## src/rtl/alu_muldiv.sv

```systemverilog
// alu_muldiv: iterative RV32M multiply/divide unit for the execute stage.
//
// Accepts an M-extension bundle (OP opcode, funct7 = 0000001) while idle.
// The unit then spends 32 cycles computing one product or quotient bit per
// cycle. Divide-by-zero and signed overflow skip the iteration and go
// straight to DONE. The result is presented for exactly one cycle, together
// with the latched write-back controls.
//
// Ports:
//   clk              rising-edge clock
//   resetIn          asynchronous active-low reset
//   flushIn          synchronous abort of an in-flight operation
//   validIn          operand bundle valid this cycle
//   dataAlu1/2       rs1 / rs2 values
//   ALUopcodeAlu     opcode
//   ALUFunc3Alu      funct3, selects the operation
//   ALUFunc7Alu      funct7
//   writeEnableIn    register write enable of the bundle
//   writeBackAddrIn  destination register of the bundle
//   busy             unit occupied, upstream must stall
//   resultValid      one-cycle result strobe
//   result           product high/low half, quotient or remainder
//   writeEnableOut   latched write enable, qualified by resultValid
//   writeBackAddrOut latched destination register
module alu_muldiv #(
    parameter int XLEN = 32
) (
    input  logic            clk,
    input  logic            resetIn,
    input  logic            flushIn,
    input  logic            validIn,
    input  logic [XLEN-1:0] dataAlu1,
    input  logic [XLEN-1:0] dataAlu2,
    input  logic [6:0]      ALUopcodeAlu,
    input  logic [2:0]      ALUFunc3Alu,
    input  logic [6:0]      ALUFunc7Alu,
    input  logic            writeEnableIn,
    input  logic [4:0]      writeBackAddrIn,
    output logic            busy,
    output logic            resultValid,
    output logic [XLEN-1:0] result,
    output logic            writeEnableOut,
    output logic [4:0]      writeBackAddrOut
);

    localparam logic [6:0]      OPCODE_OP = 7'b0110011;
    localparam logic [6:0]      FUNCT7_M  = 7'b0000001;
    localparam logic [XLEN-1:0] INT_MIN   = {1'b1, {(XLEN-1){1'b0}}};

    typedef enum logic [1:0] {
        IDLE = 2'd0,
        CALC = 2'd1,
        DONE = 2'd2
    } state_t;

    state_t            state;
    logic [4:0]        count;
    logic [2*XLEN-1:0] acc;     // mul: {partial product, multiplier}; div: {remainder, dividend/quotient}
    logic [XLEN-1:0]   mag_a;
    logic [XLEN-1:0]   mag_b;
    logic              neg_a;
    logic              neg_b;
    logic [2:0]        op;
    logic              we_latched;

    // Operand decode for the bundle currently on the inputs.
    logic              in_is_mul;
    logic              in_a_signed;
    logic              in_b_signed;
    logic              in_neg_a;
    logic              in_neg_b;
    logic [XLEN-1:0]   in_mag_a;
    logic [XLEN-1:0]   in_mag_b;
    logic              div_by_zero;
    logic              div_overflow;
    logic              fast_path;
    logic [XLEN-1:0]   fast_result;
    logic              accept;

    // One iteration step and the final sign fix-up.
    logic [XLEN:0]     mul_sum;
    logic [XLEN:0]     rem_shift;
    logic [XLEN-1:0]   rem_diff;
    logic [2*XLEN-1:0] acc_next;
    logic [2*XLEN-1:0] prod;
    logic [XLEN-1:0]   quot;
    logic [XLEN-1:0]   remd;
    logic [XLEN-1:0]   final_result;

    always_comb begin
        // NOTE: every signal gets a default first so no path leaves it unassigned and infers a latch.
        in_is_mul    = ~ALUFunc3Alu[2];
        in_a_signed  = 1'b0;
        in_b_signed  = 1'b0;
        fast_result  = '0;

        if (in_is_mul) begin
            // MUL/MULH: both signed; MULHSU: rs1 only; MULHU: neither.
            // MUL's low half is identical for any signedness.
            in_a_signed = (ALUFunc3Alu[1:0] != 2'b11);
            in_b_signed = ~ALUFunc3Alu[1];
        end else begin
            in_a_signed = ~ALUFunc3Alu[0];
            in_b_signed = ~ALUFunc3Alu[0];
        end

        in_neg_a = in_a_signed & dataAlu1[XLEN-1];
        in_neg_b = in_b_signed & dataAlu2[XLEN-1];
        // INT_MIN negates to itself, which is still the correct unsigned magnitude.
        in_mag_a = in_neg_a ? -dataAlu1 : dataAlu1;
        in_mag_b = in_neg_b ? -dataAlu2 : dataAlu2;

        div_by_zero  = ~in_is_mul & (dataAlu2 == '0);
        div_overflow = ~in_is_mul & ~ALUFunc3Alu[0]
                     & (dataAlu1 == INT_MIN) & (dataAlu2 == '1);
        fast_path    = div_by_zero | div_overflow;

        // funct3[1] distinguishes remainder from quotient.
        if (div_by_zero)
            fast_result = ALUFunc3Alu[1] ? dataAlu1 : '1;
        else
            fast_result = ALUFunc3Alu[1] ? '0 : INT_MIN;

        accept = validIn & (ALUopcodeAlu == OPCODE_OP) & (ALUFunc7Alu == FUNCT7_M)
               & (state == IDLE) & ~flushIn;
    end

    always_comb begin
        // Shift-add: conditionally add the multiplicand to the high half,
        // then shift the whole accumulator (with carry) right by one.
        mul_sum = {1'b0, acc[2*XLEN-1:XLEN]} + (acc[0] ? {1'b0, mag_a} : '0);

        // Restoring division: shift the next dividend bit into the
        // remainder and subtract the divisor if it fits.
        rem_shift = {acc[2*XLEN-1:XLEN], acc[XLEN-1]};
        rem_diff  = rem_shift[XLEN-1:0] - mag_b;

        if (op[2] == 1'b0)
            acc_next = {mul_sum, acc[XLEN-1:1]};
        else if (rem_shift >= {1'b0, mag_b})
            acc_next = {rem_diff, acc[XLEN-2:0], 1'b1};
        else
            acc_next = {rem_shift[XLEN-1:0], acc[XLEN-2:0], 1'b0};

        // Unsigned ops never set the sign flags, so one fix-up serves all.
        prod = (neg_a ^ neg_b) ? -acc_next : acc_next;
        quot = (neg_a ^ neg_b) ? -acc_next[XLEN-1:0] : acc_next[XLEN-1:0];
        remd = neg_a ? -acc_next[2*XLEN-1:XLEN] : acc_next[2*XLEN-1:XLEN];

        case (op)
            3'b000:                 final_result = prod[XLEN-1:0];
            3'b001, 3'b010, 3'b011: final_result = prod[2*XLEN-1:XLEN];
            3'b100, 3'b101:         final_result = quot;
            default:                final_result = remd;
        endcase
    end

    // NOTE: state registers use non-blocking assignments so every flop samples pre-edge values.
    always_ff @(posedge clk or negedge resetIn) begin
        if (!resetIn) begin
            state            <= IDLE;
            count            <= '0;
            acc              <= '0;
            mag_a            <= '0;
            mag_b            <= '0;
            neg_a            <= 1'b0;
            neg_b            <= 1'b0;
            op               <= '0;
            we_latched       <= 1'b0;
            writeBackAddrOut <= '0;
            result           <= '0;
        end else begin
            case (state)
                IDLE: begin
                    if (accept) begin
                        op               <= ALUFunc3Alu;
                        we_latched       <= writeEnableIn;
                        writeBackAddrOut <= writeBackAddrIn;
                        neg_a            <= in_neg_a;
                        neg_b            <= in_neg_b;
                        mag_a            <= in_mag_a;
                        mag_b            <= in_mag_b;
                        count            <= '0;
                        if (fast_path) begin
                            result <= fast_result;
                            state  <= DONE;
                        end else begin
                            // Multiplier (mul) or dividend (div) starts in the low half.
                            acc   <= {{XLEN{1'b0}}, in_is_mul ? in_mag_b : in_mag_a};
                            state <= CALC;
                        end
                    end
                end
                CALC: begin
                    if (flushIn) begin
                        state <= IDLE;
                    end else begin
                        acc   <= acc_next;
                        count <= count + 5'd1;
                        if (count == 5'd31) begin
                            result <= final_result;
                            state  <= DONE;
                        end
                    end
                end
                default: begin
                    state <= IDLE;
                end
            endcase
        end
    end

    assign busy           = (state != IDLE);
    assign resultValid    = (state == DONE);
    assign writeEnableOut = we_latched & resultValid;

endmodule

```

## config.mk

```make
export PLATFORM = sky130hd
export DESIGN_NAME = alu_muldiv
export DESIGN_NICKNAME = d
export VERILOG_FILES = /design/src/rtl/alu_muldiv.sv
export SDC_FILE = /design/constraint.sdc
export NUM_CORES = 1
export LEC_CHECK = 0
export CORE_ASPECT_RATIO = 1.5
export CORE_MARGIN = 1
export CORE_UTILIZATION = 60
export CTS_CLUSTER_SIZE = 24
export DETAILED_ROUTE_END_ITERATION = 6
export PLACE_DENSITY = 0.85
export REMOVE_ABC_BUFFERS = 1
export SYNTH_ARGS = -nofsm -noshare
export SYNTH_HDL_FRONTEND = slang
export SYNTH_SLANG_ARGS = --single-unit
```

## constraint.sdc

```tcl
create_clock -name clk -period 6.24 [get_ports clk]
set_input_delay 0.624 -clock clk [delete_from_list [all_inputs] [get_ports clk]]
set_output_delay 0.624 -clock clk [all_outputs]
set_load 0.005 [all_outputs]
```

==> reports/metrics.yaml <==
status:
  outcome: "complete, but fails checks"
  violations: "design-rule violations"
clocking:
  post-cts-setup-buffers: 0
  clkSlewWorstSetupHoldPaths_ps: 70
  cts_hold_buffers: 0
  cts_buffers: 17
  clk_path_buf_depth: 2
  cts_tree: "yes"
  cts_resized: 0
  clock_latency_ps: 480
  cts_root_buf: "clkbuf_16"
  clock-sinks: 178
  htree_levels: 4
die:
  dieArea_um2: 29800
  rows: 76
  die_w_um: 141
  start_util: 0.608
  coreArea_um2: 28700
  die_h_um: 211
  ios: 131
timing:
  slew_violations: 0
  setup_viol: 0
  setup_slack_ps: 282
  rsz0062_at_grt: "no"
  layout_min_cycle_time_ps: 5960
  slew_headroom: 0.226
  skew_ps: 14.0
  hold_viol_final: 0
  fin_crit_sh: 0.955
  hold_slack_ps: 234
  tightest_slew_ps: 1150
  clock.fmax_mhz: 168
global_routing:
  antenna_found_initial: 1
  grt.overflow.total: 0
  grt_pass1_vias: 18100
  busiest_layer: "met2"
  grtUsageMet2: 0.745
  grt_start_max_net_pins: 117
  use_met3: 0.100
  track_usage: 0.461
  grt_pass1_wl_mm: 103
  use_met1: 0.542
final_layout:
  antenna_cells: 0
  nNetsFinal: 2491
  mostFrequentLayoutCells: "o21ai_0 (250), nand2_1 (249), nor2_1 (206)"
  layout_commonest_cell: "o21ai_0"
  syn2layout_area_growth_pct: 11.9
  drive_gt1_frac: 0.0770
  fin_util: 0.681
place:
  hpwl_mm: 52.5
  gp_congestion: 1.06
  portBuffers: 130
  dp_slack_ps: 447
min_path:
  holdCritPathClass: "primary input to async pin"
routing:
  wirelength_mm: 68.1
  wl_per_cell_um: 25.0
  drt_iter0_markers: 2006
  antenna_left: 0
  viasPerCell: 6.88
  drc_errors: 13
  vias: 18800
  first_pass_iters: 7
job:
  maxCapViolCount: 0
logic_synthesis:
  synth_area_per_cell_um2: 7.71
  yosysWarnings: 0
  synthArstFlopShare: 1.00
  synth_cells: 2266
  netlist_area_um2: 17500
  yosysUniqueCellTypes: 115
  synth_edf_count: 0
  ys_seq_area_frac: 0.255
  synth-seq-cells: 178
  synth_flop_cell: "dfrtp_1"
setup_path:
  worstPathArrival_ps: 6280
  cp-start-kind: "flip-flop"
  critical_path_required_ps: 6560
  path_class: "flip-flop to flip-flop"
  end_kind: "flip-flop"
  reg2regPathDepth: 18
  path_max_fanout: 5
power_and_ir_drop:
  power.density_nw_per_um2: 143
  power.leakage_nw: 8.43
  irDropWorstVdd_v: 0.000224
  power.total_mw: 2.79
-- flip-flops by register name (all words and copies together) (netlist names), 2 cells and up --
| signal | flops |
|---|---|
| writeBackAddrOut | 5 |
| acc | 64 |
| state | 2 |
| mag_b | 32 |
| mag_a | 32 |
| count | 5 |
| result | 32 |
| op | 3 |
-- final timing paths --
path                              end  slack [ps]  startpoint
setup / recovery           result[26]         280     acc[60]
hold / removal              mag_b[29]         230     resetIn
setup reg to reg           result[26]         280     acc[60]
hold reg to reg            result[23]         490  result[23]
max in group asynchronous      acc[1]        4520     resetIn
min in group clk           result[23]         490  result[23]
-- kinds of logic after synthesis --
| kind of cell | Yosys count | share of synthesized area |
|---|---|---|
| compound gates | 794 | 0.293 |
| simple gates | 769 | 0.216 |
| buf+inv | 209 | 0.0551 |
| xor+xnor | 186 | 0.0933 |
| flops | 178 | 0.255 |
| fa+ha+maj | 73 | 0.0531 |
| mux | 57 | 0.0339 |
-- synthesized netlist by cell type (7+ instances only) --
cell	instances	share of area
a221oi_1	13	0.0065
a21oi_1	199	0.057
nand2_1	249	0.054
o221ai_1	13	0.0065
clkbuf_1	95	0.020
o21bai_1	8	0.0034
buf_2	16	0.0046
nand2b_1	11	0.0039
o31ai_1	31	0.013
o21a_1	17	0.0073
nor4_1	19	0.0068
and2_1	45	0.016
nand3_1	43	0.012
nor2b_1	17	0.0061
buf_1	10	0.0021
o211ai_1	16	0.0069
xnor2_1	91	0.046
a31oi_1	36	0.013
clkbuf_8	9	0.0071
o21ai_1	9	0.0026
inv_1	68	0.015
a41oi_1	9	0.0045
o21ai_0	251	0.072
mux2i_1	40	0.023
or2_2	10	0.0036
a21o_1	24	0.010
mux2_2	17	0.011
o41ai_1	12	0.0060
a211oi_1	29	0.012
a22o_1	18	0.0090
xor2_1	95	0.048
o22ai_1	12	0.0043
a31o_2	7	0.0035
dfrtp_1	178	0.25
nor3_1	44	0.013
nor2_1	207	0.044
nand4_1	29	0.010
buf_6	9	0.0058
and3_1	14	0.0050
or3_1	19	0.0068
or4_1	9	0.0039
ha_1	71	0.051
-- metal layers --
metal	share of wire	vias to the layer above
met1	0.36	8909
met4	0.078	0
met3	0.10	323
li1	-	8386
met5	0	-
met2	0.46	1170
-- area by class of cell --
type / instances / area, um^2
multi-input cells: 1879 / 12100
fillers: 2456 / 9160
flip-flops and latches: 178 / 4460
repair buffers: 182 / 1700
well taps: 390 / 488
clock buffers: 17 / 425
inverters: 69 / 259
clock inverters: 14 / 133
-- power breakdown --
part / leakage [nW] / internal [mW] / switching (mW) / total [mW]
logic: 5.89 / 0.201 / 0.334 / 0.536
clock network: 0.272 / 0.553 / 0.524 / 1.08
registers: 2.27 / 1.16 / 0.0160 / 1.18
-- critical path, cell delays in order, from the launching register on --
cell and delay [ps]:
dfrtp_1 430, ha_1 380, and4b_1 270, a221oi_1 500
nand2_2 170, o31a_4 410, nor2_1 400, nand2_1 130
o21ai_0 160, ha_1 240, o211ai_1 120, or4_1 520
or4_2 640, nor2_1 290, nand3_1 310, o31ai_2 300
xnor2_1 90, a221oi_1 310, o221ai_1 140
-- stage by stage --
| step | setup TNS (ps) | cell area, um^2 | std cells |
|---|---|---|---|
| after CTS | 0 | 19600 | 2729 |
| after floorplan | -539650 | 16800 | 2126 |
| after detailed placement | 0 | 19000 | 2698 |
| final | 0 | 19600 | 2729 |
| after global placement | 0 | 19000 | 2698 |
| after global routing | 0 | 19600 | 2729 |
Power figures use the tool's default switching activity.
